## src/rtl/filter_bank_pkg.sv

```systemverilog
// rtl/filter_bank_pkg.sv - shared types, widths and saturation helper for filter_bank
package filter_bank_pkg;

  typedef enum logic [1:0] {IDLE, CALC, DONE} fb_state_t;

  localparam int FB_W       = 16;
  localparam int FB_COEF_W  = 16;
  localparam int FB_FRAC    = 14;
  localparam int FB_PROD_W  = FB_W + FB_COEF_W + 2;
  localparam int FB_SUM_W   = FB_PROD_W + 1;
  localparam int FB_WIDE_W  = 64;

  // Clamp a wide signed value to the range of a w-bit signed sample.
  function automatic logic signed [FB_WIDE_W-1:0] sat_w(input logic signed [FB_WIDE_W-1:0] v,
                                                        input int w);
    logic signed [FB_WIDE_W-1:0] hi;
    logic signed [FB_WIDE_W-1:0] lo;
    hi = (64'sd1 <<< (w - 1)) - 64'sd1;
    lo = -hi - 64'sd1;
    if (v > hi) return hi;
    else if (v < lo) return lo;
    else return v;
  endfunction

endpackage

```

## src/rtl/fb_datapath.sv

```systemverilog
// rtl/fb_datapath.sv - combinational first-order low-pass update for one channel
module fb_datapath
  import filter_bank_pkg::*;
#(
  parameter int W         = FB_W,
  parameter int COEF_W    = FB_COEF_W,
  parameter int COEF_FRAC = FB_FRAC
) (
  input  logic signed [W-1:0] y,
  input  logic signed [W-1:0] x,
  input  logic [COEF_W-1:0]   alpha,
  output logic signed [W-1:0] r,
  output logic                sat
);

  localparam int PW = W + COEF_W + 2;
  localparam int SW = PW + 1;

  logic signed [W:0]           d;
  logic signed [PW-1:0]        de;
  logic signed [PW-1:0]        ae;
  logic signed [PW-1:0]        p;
  logic signed [PW-1:0]        s;
  logic signed [SW-1:0]        sum;
  logic signed [FB_WIDE_W-1:0] sum_wide;
  logic signed [FB_WIDE_W-1:0] clamped;

  always_comb begin
    d        = {x[W-1], x} - {y[W-1], y};
    de       = {{(PW-W-1){d[W]}}, d};
    ae       = {{(PW-COEF_W){1'b0}}, alpha};
    p        = de * ae;
    // Arithmetic shift floors toward -inf, so small negative steps still move y.
    s        = p >>> COEF_FRAC;
    sum      = {{(SW-W){y[W-1]}}, y} + {s[PW-1], s};
    sum_wide = {{(FB_WIDE_W-SW){sum[SW-1]}}, sum};
    clamped  = sat_w(sum_wide, W);
    r        = clamped[W-1:0];
    sat      = (clamped != sum_wide);
  end

endmodule

```

## src/rtl/filter_bank.sv

```systemverilog
// rtl/filter_bank.sv - N-channel time-multiplexed low-pass filter with one shared update datapath
module filter_bank
  import filter_bank_pkg::*;
#(
  parameter int              N_CH      = 4,
  parameter int              W         = FB_W,
  parameter int              COEF_W    = FB_COEF_W,
  parameter int              COEF_FRAC = FB_FRAC,
  parameter logic [COEF_W-1:0] COEF_RST = 16'h0400,
  localparam int             AW        = (N_CH > 1) ? $clog2(N_CH) : 1
) (
  input  logic                clk,
  input  logic                rst_n,
  input  logic                step,
  input  logic [N_CH*W-1:0]   v_in,
  input  logic [N_CH-1:0]     chan_en,
  input  logic                coef_we,
  input  logic [AW-1:0]       coef_addr,
  input  logic [COEF_W-1:0]   coef_wdata,
  input  logic                sat_clr,
  output logic [N_CH*W-1:0]   v_out,
  output logic                busy,
  output logic                done,
  output logic [N_CH-1:0]     sat_flag,
  output logic                overrun
);

  fb_state_t           state;
  logic [AW-1:0]       idx;
  logic [N_CH*W-1:0]   x_snap;
  logic [N_CH-1:0]     en_snap;
  logic [COEF_W-1:0]   coef [N_CH];

  logic signed [W-1:0] dp_y;
  logic signed [W-1:0] dp_x;
  logic signed [W-1:0] dp_r;
  logic [COEF_W-1:0]   dp_alpha;
  logic                dp_sat;
  logic                last;
  logic [N_CH-1:0]     sat_set;

  always_comb begin
    dp_y     = v_out[int'(idx)*W +: W];
    dp_x     = x_snap[int'(idx)*W +: W];
    dp_alpha = coef[idx];
    last     = (int'(idx) == N_CH - 1);
    sat_set  = '0;
    if (state == CALC && en_snap[idx] && dp_sat) sat_set[idx] = 1'b1;
  end

  fb_datapath #(.W(W), .COEF_W(COEF_W), .COEF_FRAC(COEF_FRAC)) u_dp (
    .y     (dp_y),
    .x     (dp_x),
    .alpha (dp_alpha),
    .r     (dp_r),
    .sat   (dp_sat)
  );

  always_ff @(posedge clk or negedge rst_n) begin
    if (!rst_n) begin
      state    <= IDLE;
      idx      <= '0;
      x_snap   <= '0;
      en_snap  <= '0;
      v_out    <= '0;
      busy     <= 1'b0;
      done     <= 1'b0;
      sat_flag <= '0;
      overrun  <= 1'b0;
      for (int i = 0; i < N_CH; i++) coef[i] <= COEF_RST;
    end else begin
      // The datapath reads coef combinationally, so a same-cycle write lands after use.
      if (coef_we && int'(coef_addr) < N_CH) coef[coef_addr] <= coef_wdata;

      sat_flag <= (sat_clr ? '0 : sat_flag) | sat_set;
      if (step && state != IDLE) overrun <= 1'b1;
      else if (sat_clr)          overrun <= 1'b0;

      done <= 1'b0;
      case (state)
        IDLE: begin
          if (step) begin
            x_snap  <= v_in;
            en_snap <= chan_en;
            idx     <= '0;
            busy    <= 1'b1;
            state   <= CALC;
          end
        end
        CALC: begin
          if (en_snap[idx]) v_out[int'(idx)*W +: W] <= dp_r;
          if (last) begin
            done  <= 1'b1;
            state <= DONE;
          end else begin
            idx <= idx + 1'b1;
          end
        end
        DONE: begin
          busy  <= 1'b0;
          state <= IDLE;
        end
        default: state <= IDLE;
      endcase
    end
  end

endmodule

```

## config.mk

```make
export PLATFORM = sky130hd
export DESIGN_NAME = filter_bank
export DESIGN_NICKNAME = d
export VERILOG_FILES = /design/src/rtl/filter_bank_pkg.sv /design/src/rtl/fb_datapath.sv /design/src/rtl/filter_bank.sv
export SDC_FILE = /design/constraint.sdc
export NUM_CORES = 1
export LEC_CHECK = 0
export CAP_MARGIN = 20
export CORE_MARGIN = 1.5
export CORE_UTILIZATION = 30
export DETAILED_ROUTE_END_ITERATION = 12
export PLACE_DENSITY = 0.57
export SYNTH_ARGS = -nofsm -noshare
export SYNTH_HDL_FRONTEND = slang
export SYNTH_SLANG_ARGS = --single-unit
```

## constraint.sdc

```tcl
create_clock -name clk -period 15 [get_ports clk]
set_input_delay 3 -clock clk [delete_from_list [all_inputs] [get_ports clk]]
set_output_delay 3 -clock clk [all_outputs]
set_load 0.1 [all_outputs]
```

* After elaboration in Yosys (flattened, before gate mapping)
Cells that the tools add are included.
** Storage, ports and cells
- Logic and storage cells :: 81
- Output and inout bits :: 71
- Bits of input ports :: 91
- Flip-flop bits (word level) :: 207
** Operators by class
- $mul :: 1
- Eq/ne operators :: 7
- Bitwise gates (word level) :: 3
- Reductions and logical operators :: 15
- Shift operators :: 4
- Magnitude comparators :: 7
- Add/subtract/negate cells :: 4
- Mux-type cells :: 27
** Operators by type and width (count)
- bitwise mux 64 bit :: 2
- 2-to-1 mux 64 bit :: 2
- variable part select 64 x 7 -> 16 bit :: 2
- != test 64 x 21 -> 1 bit :: 1
- variable shift 16 x 33 -> 64 bit, first input constant :: 1
- variable part select 16 x 33 -> 64 bit :: 1
- 2-to-1 mux 16 bit :: 3
- multiplier 17 x 17 -> 34 bit :: 1
- negation 6 -> 33 bit :: 1
- binary-select mux 16 bit (select 2 bit) :: 1
- demux 16 bit (select 2 bit) :: 1
- adder 16 x 20 -> 21 bit :: 1
- > comparator 21 x 16 -> 1 bit, second input constant :: 1
- < comparator 21 x 16 -> 1 bit, second input constant :: 1
- subtractor 16 x 16 -> 17 bit :: 1
- 2-to-1 mux 2 bit :: 4
- 2-to-1 mux 4 bit :: 2
- case mux 2 bit (2 select lines) :: 2
- AND reduction 2 bit :: 4
- nonzero test 2 bit :: 4
- 2-to-1 mux 1 bit :: 7
- >= comparator 3 bit, second input constant :: 2
- != test 2 bit, second input constant :: 3
- inverter 2 -> 3 bit :: 2
- 13 further kinds :: 18

* Logic depth before layout (Yosys ltp)
- Depth in word-level cells :: 13
- Mapped depth :: 52
- Mapped depth without buffers :: 48

* Hierarchy
A second synthesis with hierarchy kept.
** Unflattened totals
- Cells, all modules :: 2118
- Area total of the unflattened synthesis :: 21914.8 sq um
** By module, submodules not included
- fb_datapath :: area an instance 12310.6 sq um, cells an instance 1439, instances 1, sequential area each 0.0 sq um
- filter_bank :: area an instance 9604.2 sq um, cells an instance 679, instances 1, sequential area each 5185.0 sq um

* Worst setup path after synthesis
Ideal clock, no wire load.
- Path kind :: reg-to-reg
- Start point :: register idx[0]
- End point :: register sat_flag[2]
- Arrival time :: 12.724 ns
- Slack :: 2.188 ns
- Cell stages (with the launch flop) :: 49
- Required time :: 14.912 ns
- Path buffers :: 5
- Period minus slack after synthesis :: 12.812 ns
- Setup time :: 0.088 ns
- Cells stage by stage :: dfrtp_1 buf_2 clkbuf_1 buf_1 buf_2 mux4_2 ha_1 fa_1 nor2b_1 o21ai_0 a21boi_0 o21ai_0 a21oi_1 a211oi_1 o21a_1 nor3_1 nor2_1 fa_1 (+13 left out) a211oi_1 o21bai_1 a21oi_1 xnor2_1 ha_1 and2_0 a221o_1 a22oi_2 o211ai_1 a21oi_1 xnor2_1 nor2b_1 nand4_1 ha_1 clkbuf_1 inv_1 a41o_1 a41oi_1
** On the way
- Longest elaborated chain between the ends :: 13
- Elaborated cells between the ends (all ways) :: 25
- Those cells by class :: add/sub (2); mul (1); order compare (4); eq/ne (1); shift (2); mux (10); bitwise (2); reduce/logical (3)
** RTL lines
- from (decl) :: RTL line filter_bank.sv:29 : logic [AW-1:0] idx;
- from (signal assigned) :: RTL line filter_bank.sv:96 : idx <= idx + 1'b1;
- parallel branches: the longest is 11 deep, another holds multiplier 17 x 17 -> 34 bit
- 2-to-1 mux 4 bit (*) :: RTL line filter_bank.sv:48 : if (state == CALC && en_snap[idx] && dp_sat) sat_set[idx] = 1'b1;
- OR 4 bit (*) :: RTL line filter_bank.sv:75 : sat_flag <= (sat_clr ? '0 : sat_flag) | sat_set;
- to (signal assigned) :: RTL line filter_bank.sv:75
- to (decl) :: RTL line filter_bank.sv:24 : output logic [N_CH-1:0] sat_flag,
Every way passes the cells marked *. The select of a mux whose other input is x is not followed.
A chain may end at the register's enable or synchronous reset.

* Final worst setup path
- Start point :: register idx[0]
- End point :: register sat_flag[0]
The elaborated chain is that of the path after synthesis.

==> summary.md <==
| Metric | Value |
|---|---|
| R2r startpoint | `idx[0]$_DFFE_PN0P_` |
| Syn Std Cell Area | `0.02146 mm²` |
| Post-synthesis sequential area ratio | `about a quarter` |
| Mapped Cells | `~2100` |
| Synth area leaders | `fa_1 (25%), dfrtp_1 (24%), ha_1 (7.6%), mux2_2 (7.3%), inv_1 (6.6%)` |
| Final setup violating endpoints | `0` |
| Total of warnings raised by yosys | `0` |
| Met2 WL | `around 29 mm` |
| I/O pin cnt | `162` |
| H-Tree Depth | `1` |
| RSZ-0062 raised after global routing | `false` |
| Max Used Layer | `met4` |
| GRT Total Usage | `~17%` |
| Post-synth EDFFs | `0` |
| Hold Path Cell Cnt | `1` |
| Cell accounting for the most synthesized area | `fa_1` |
| Crit-path max cell delay | `~0.8 ns` |
| Top cell type's share of synthesized area | `approximately 25%` |
| Clock-pin slew on the worst setup and hold paths | `0.06 ns` |
| Slew Limit Fails | `0` |
| Via-per-instance ratio | `between 4 and 5` |
| Routability Congestion | `0.9056` |
| Slowest-stage cell, CP | `nor3_1` |
| CP Capture Type | `register` |
| Die Footprint | `around 0.073 mm²` |
| Routed wl met3 | `approximately 4.1 mm` |
| Sinks on Clock Net | `207` |
| Hold Crit Class | `reg -> reg` |
| Worst Hold End | `coef[8]$_DFFE_PN0P_` |
| Worst setup path start | `idx[0]$_DFFE_PN0P_` |
| Layout cells sized above 1 | `approximately 13%` |
| Final layout net count | `between 2000 and 3000` |
| Slew @ Worst Pin | `1.139 ns` |
| Maxcap violations | `0` |
| FF-to-FF path depth | `44` |
| Initial Util | `a little under a third` |
| Syn avg cell area | `10.05 µm²` |
| Met1 WL | `approximately 26 mm` |
| Vias | `between 15000 and 20000` |
| Total global routing overflow | `0` |
| DP HPWL | `48.05 mm` |
| CTS root buf | `clkbuf_16` |
| Data required, critical path | `15.39 ns` |
| Routed Antenna Nets | `0` |
| Synth unique cells | `71` |
| Pin count of the biggest net entering global routing | `128` |
| Top_reg_cell synth | `dfrtp_1` |
| Yosys reg bits | `between 200 and 250` |
| Max_slew headroom | `a little under a quarter` |
| Postcts setup bufs | `0` |
| Worst slack at placement | `between 1.5 and 2 ns` |
| CTS tree | `done` |
| F_max | `between 70 and 80 MHz` |
| R2R Setup Slk | `between 1.5 and 2 ns` |
| Final setup TNS | `0 ns` |
| Worst Min Path Start | `coef[8]$_DFFE_PN0P_` |
| Final setup margin | `approximately 1.8 ns` |
| Total CTS buffers | `24` |
| First-pass GRT wire length | `a little under 100 mm` |
| R2r endpoint | `sat_flag[0]$_DFF_PN0_` |
| Final Skew | `around 0.032 ns` |
| Fin crit share | `between 80 and 90%` |
| Num rows | `97` |
| Critical path launch point type | `register` |
| Status | `completed` |
| WL final | `between 60 and 70 mm` |
| Post-CTS resize count | `0` |
| Core ar. | `a little over 0.07 mm²` |
| Iter 0 DRT Violations | `~900` |
| Hold-fix buffer count after cts | `0` |
| Critical Path AT | `13.62 ns` |
| Vias in the first global route | `approximately 17000` |
| Clock Latency Late Sink | `around 0.56 ns` |
| Crit path max fanout | `26` |
| Chip Width | `around 270 µm` |
| Most frequent CP cell | `fa_1` |
| Drc violations | `0` |
| Die H | `270.5 µm` |
| Drt wl/cell | `~19 µm` |
| Pre-antenna DRT Iters | `6` |
| Area growth syn-to-layout | `16.81%` |
| Maximum root-to-sink buffer count | `3` |
| Initial antenna violation count | `0` |
| Async SR Flop Fraction | `100.0%` |
| I/O Buffers | `161` |
| Final hold vios | `0` |
| Post-Syn Nets | `2631` |
| Min Tclk post-route | `about 13 ns` |
| Setup Crit Path Kind | `reg -> reg` |
| Antenna Cells | `0` |
[cell type report]
| type | instances | area (µm²) |
|---|---|---|
| Fill cell | 7103 | 45320 |
| Multi-Input combinational cell | 1468 | 14580 |
| Sequential cell | 207 | 5190 |
| Timing Repair Buffer | 194 | 1883 |
| Inverter | 378 | 1419 |
| Tap cell | 940 | 1176 |
| Clock buffer | 29 | 629.4 |
| Clock inverter | 14 | 190.2 |
[sequential cells by signal, summed over array words and instances, names as in the netlist]
signal / cells
coef: 64
v_out: 64
x_snap: 64
en_snap: 4
sat_flag: 4
idx: 2
state: 2
busy: 1
done: 1
overrun: 1
[metrics by stage]
step / cells / area, µm² / hold WS, ns / util, %
3_3_place_gp: 3183 / 24200 / 0.4823 / 34.38
6_report: 3230 / 25070 / 0.5007 / 35.62
2_1_floorplan: 2136 / 21460 / 0.4737 / -
5_1_grt: 3230 / 25070 / 0.5154 / 35.62
4_1_cts: 3226 / 25020 / 0.5051 / 35.55
3_5_place_dp: 3183 / 24200 / 0.4905 / 34.38
[routing by layer]
| metal | GRT usage [%] | vias up |
|---|---|---|
| li1 | - | 7206 |
| met1 | 22.26 | 8159 |
| met2 | 27.98 | 544 |
| met3 | 3.062 | 95 |
| met4 | 4.587 | 0 |
| met5 | 0 | - |
[layout by cell type (no fill, tap or decap), types with 32 or more instances in the layout]
| cell | count |
|---|---|
| xnor2_1 | 42 |
| clkdlybuf4s50_1 | 160 |
| fa_1 | 273 |
| a21oi_1 | 44 |
| o21ai_0 | 72 |
| nor2_1 | 133 |
| mux2_2 | 140 |
| buf_4 | 32 |
| nand2_1 | 237 |
| inv_1 | 376 |
| mux4_2 | 41 |
| ha_1 | 131 |
| dfrtp_1 | 201 |
[cell families (layout without fill, tap and decap cells)]
| kind of cell | after synthesis | count (layout) | share of synthesized area [%] |
|---|---|---|---|
| AND/OR/NAND/NOR | 523 | 523 | 10.90 |
| multiplexers | 191 | 191 | 12.11 |
| adder cells (fa/ha/maj) | 407 | 407 | 33.24 |
| buffers and inverters | 461 | 615 | 8.085 |
| flip-flops | 207 | 207 | 24.16 |
| XOR/XNOR | 59 | 59 | 2.407 |
| AO/OA/AOI/OAI | 288 | 288 | 9.100 |
[worst max path at each step]
stage / end / slack [ns] / cells after the start
after floorplan: sat_flag[2]$_DFF_PN0_ / 2.19 / 48
after global placement: v_out[12]$_DFFE_PN0P_ / 2.03 / 45
after detailed placement: sat_flag[0]$_DFF_PN0_ / 1.75 / 44
after CTS: sat_flag[0]$_DFF_PN0_ / 1.70 / 44
after global routing: v_out[12]$_DFFE_PN0P_ / 0.63 / 45
final: sat_flag[0]$_DFF_PN0_ / 1.76 / 44
[critical path: cells and delay by family, from the launching register on]
family                     cells  cell delay [ns]
buffers and inverters          5             1.14
xor gates and xnor gates       2             0.42
AOI/OAI and AO/OA             19             4.21
and+or+nand+nor                7             1.65
DFF                            1             0.73
muxes                          1             0.60
adders and majority gates     10             4.33
[synthesized netlist by cell type (7+ instances only)]
master / number
mux4_2: 41
inv_1: 376
o31ai_1: 9
clkbuf_1: 70
buf_1: 9
nor3_1: 19
o311ai_0: 8
a311oi_1: 9
or2_2: 8
mux2_2: 140
o21ai_1: 20
nand2b_1: 19
nand2_1: 237
and2_1: 21
o21a_1: 22
a211oi_1: 8
xor2_1: 17
xnor2_1: 42
or3_1: 7
nor2b_1: 18
nand4_1: 7
a21o_1: 18
fa_1: 273
nor3b_1: 7
a21boi_2: 8
nand3_1: 22
nor2_1: 133
a21oi_1: 44
o31a_1: 12
ha_1: 131
a22o_1: 9
mux2i_1: 10
dfrtp_1: 203
a21boi_0: 11
o21ai_0: 73
Power is left out: the tool's default activity adds up to more than one toggle a clock period on the data nets, which glitch-free logic cannot reach.
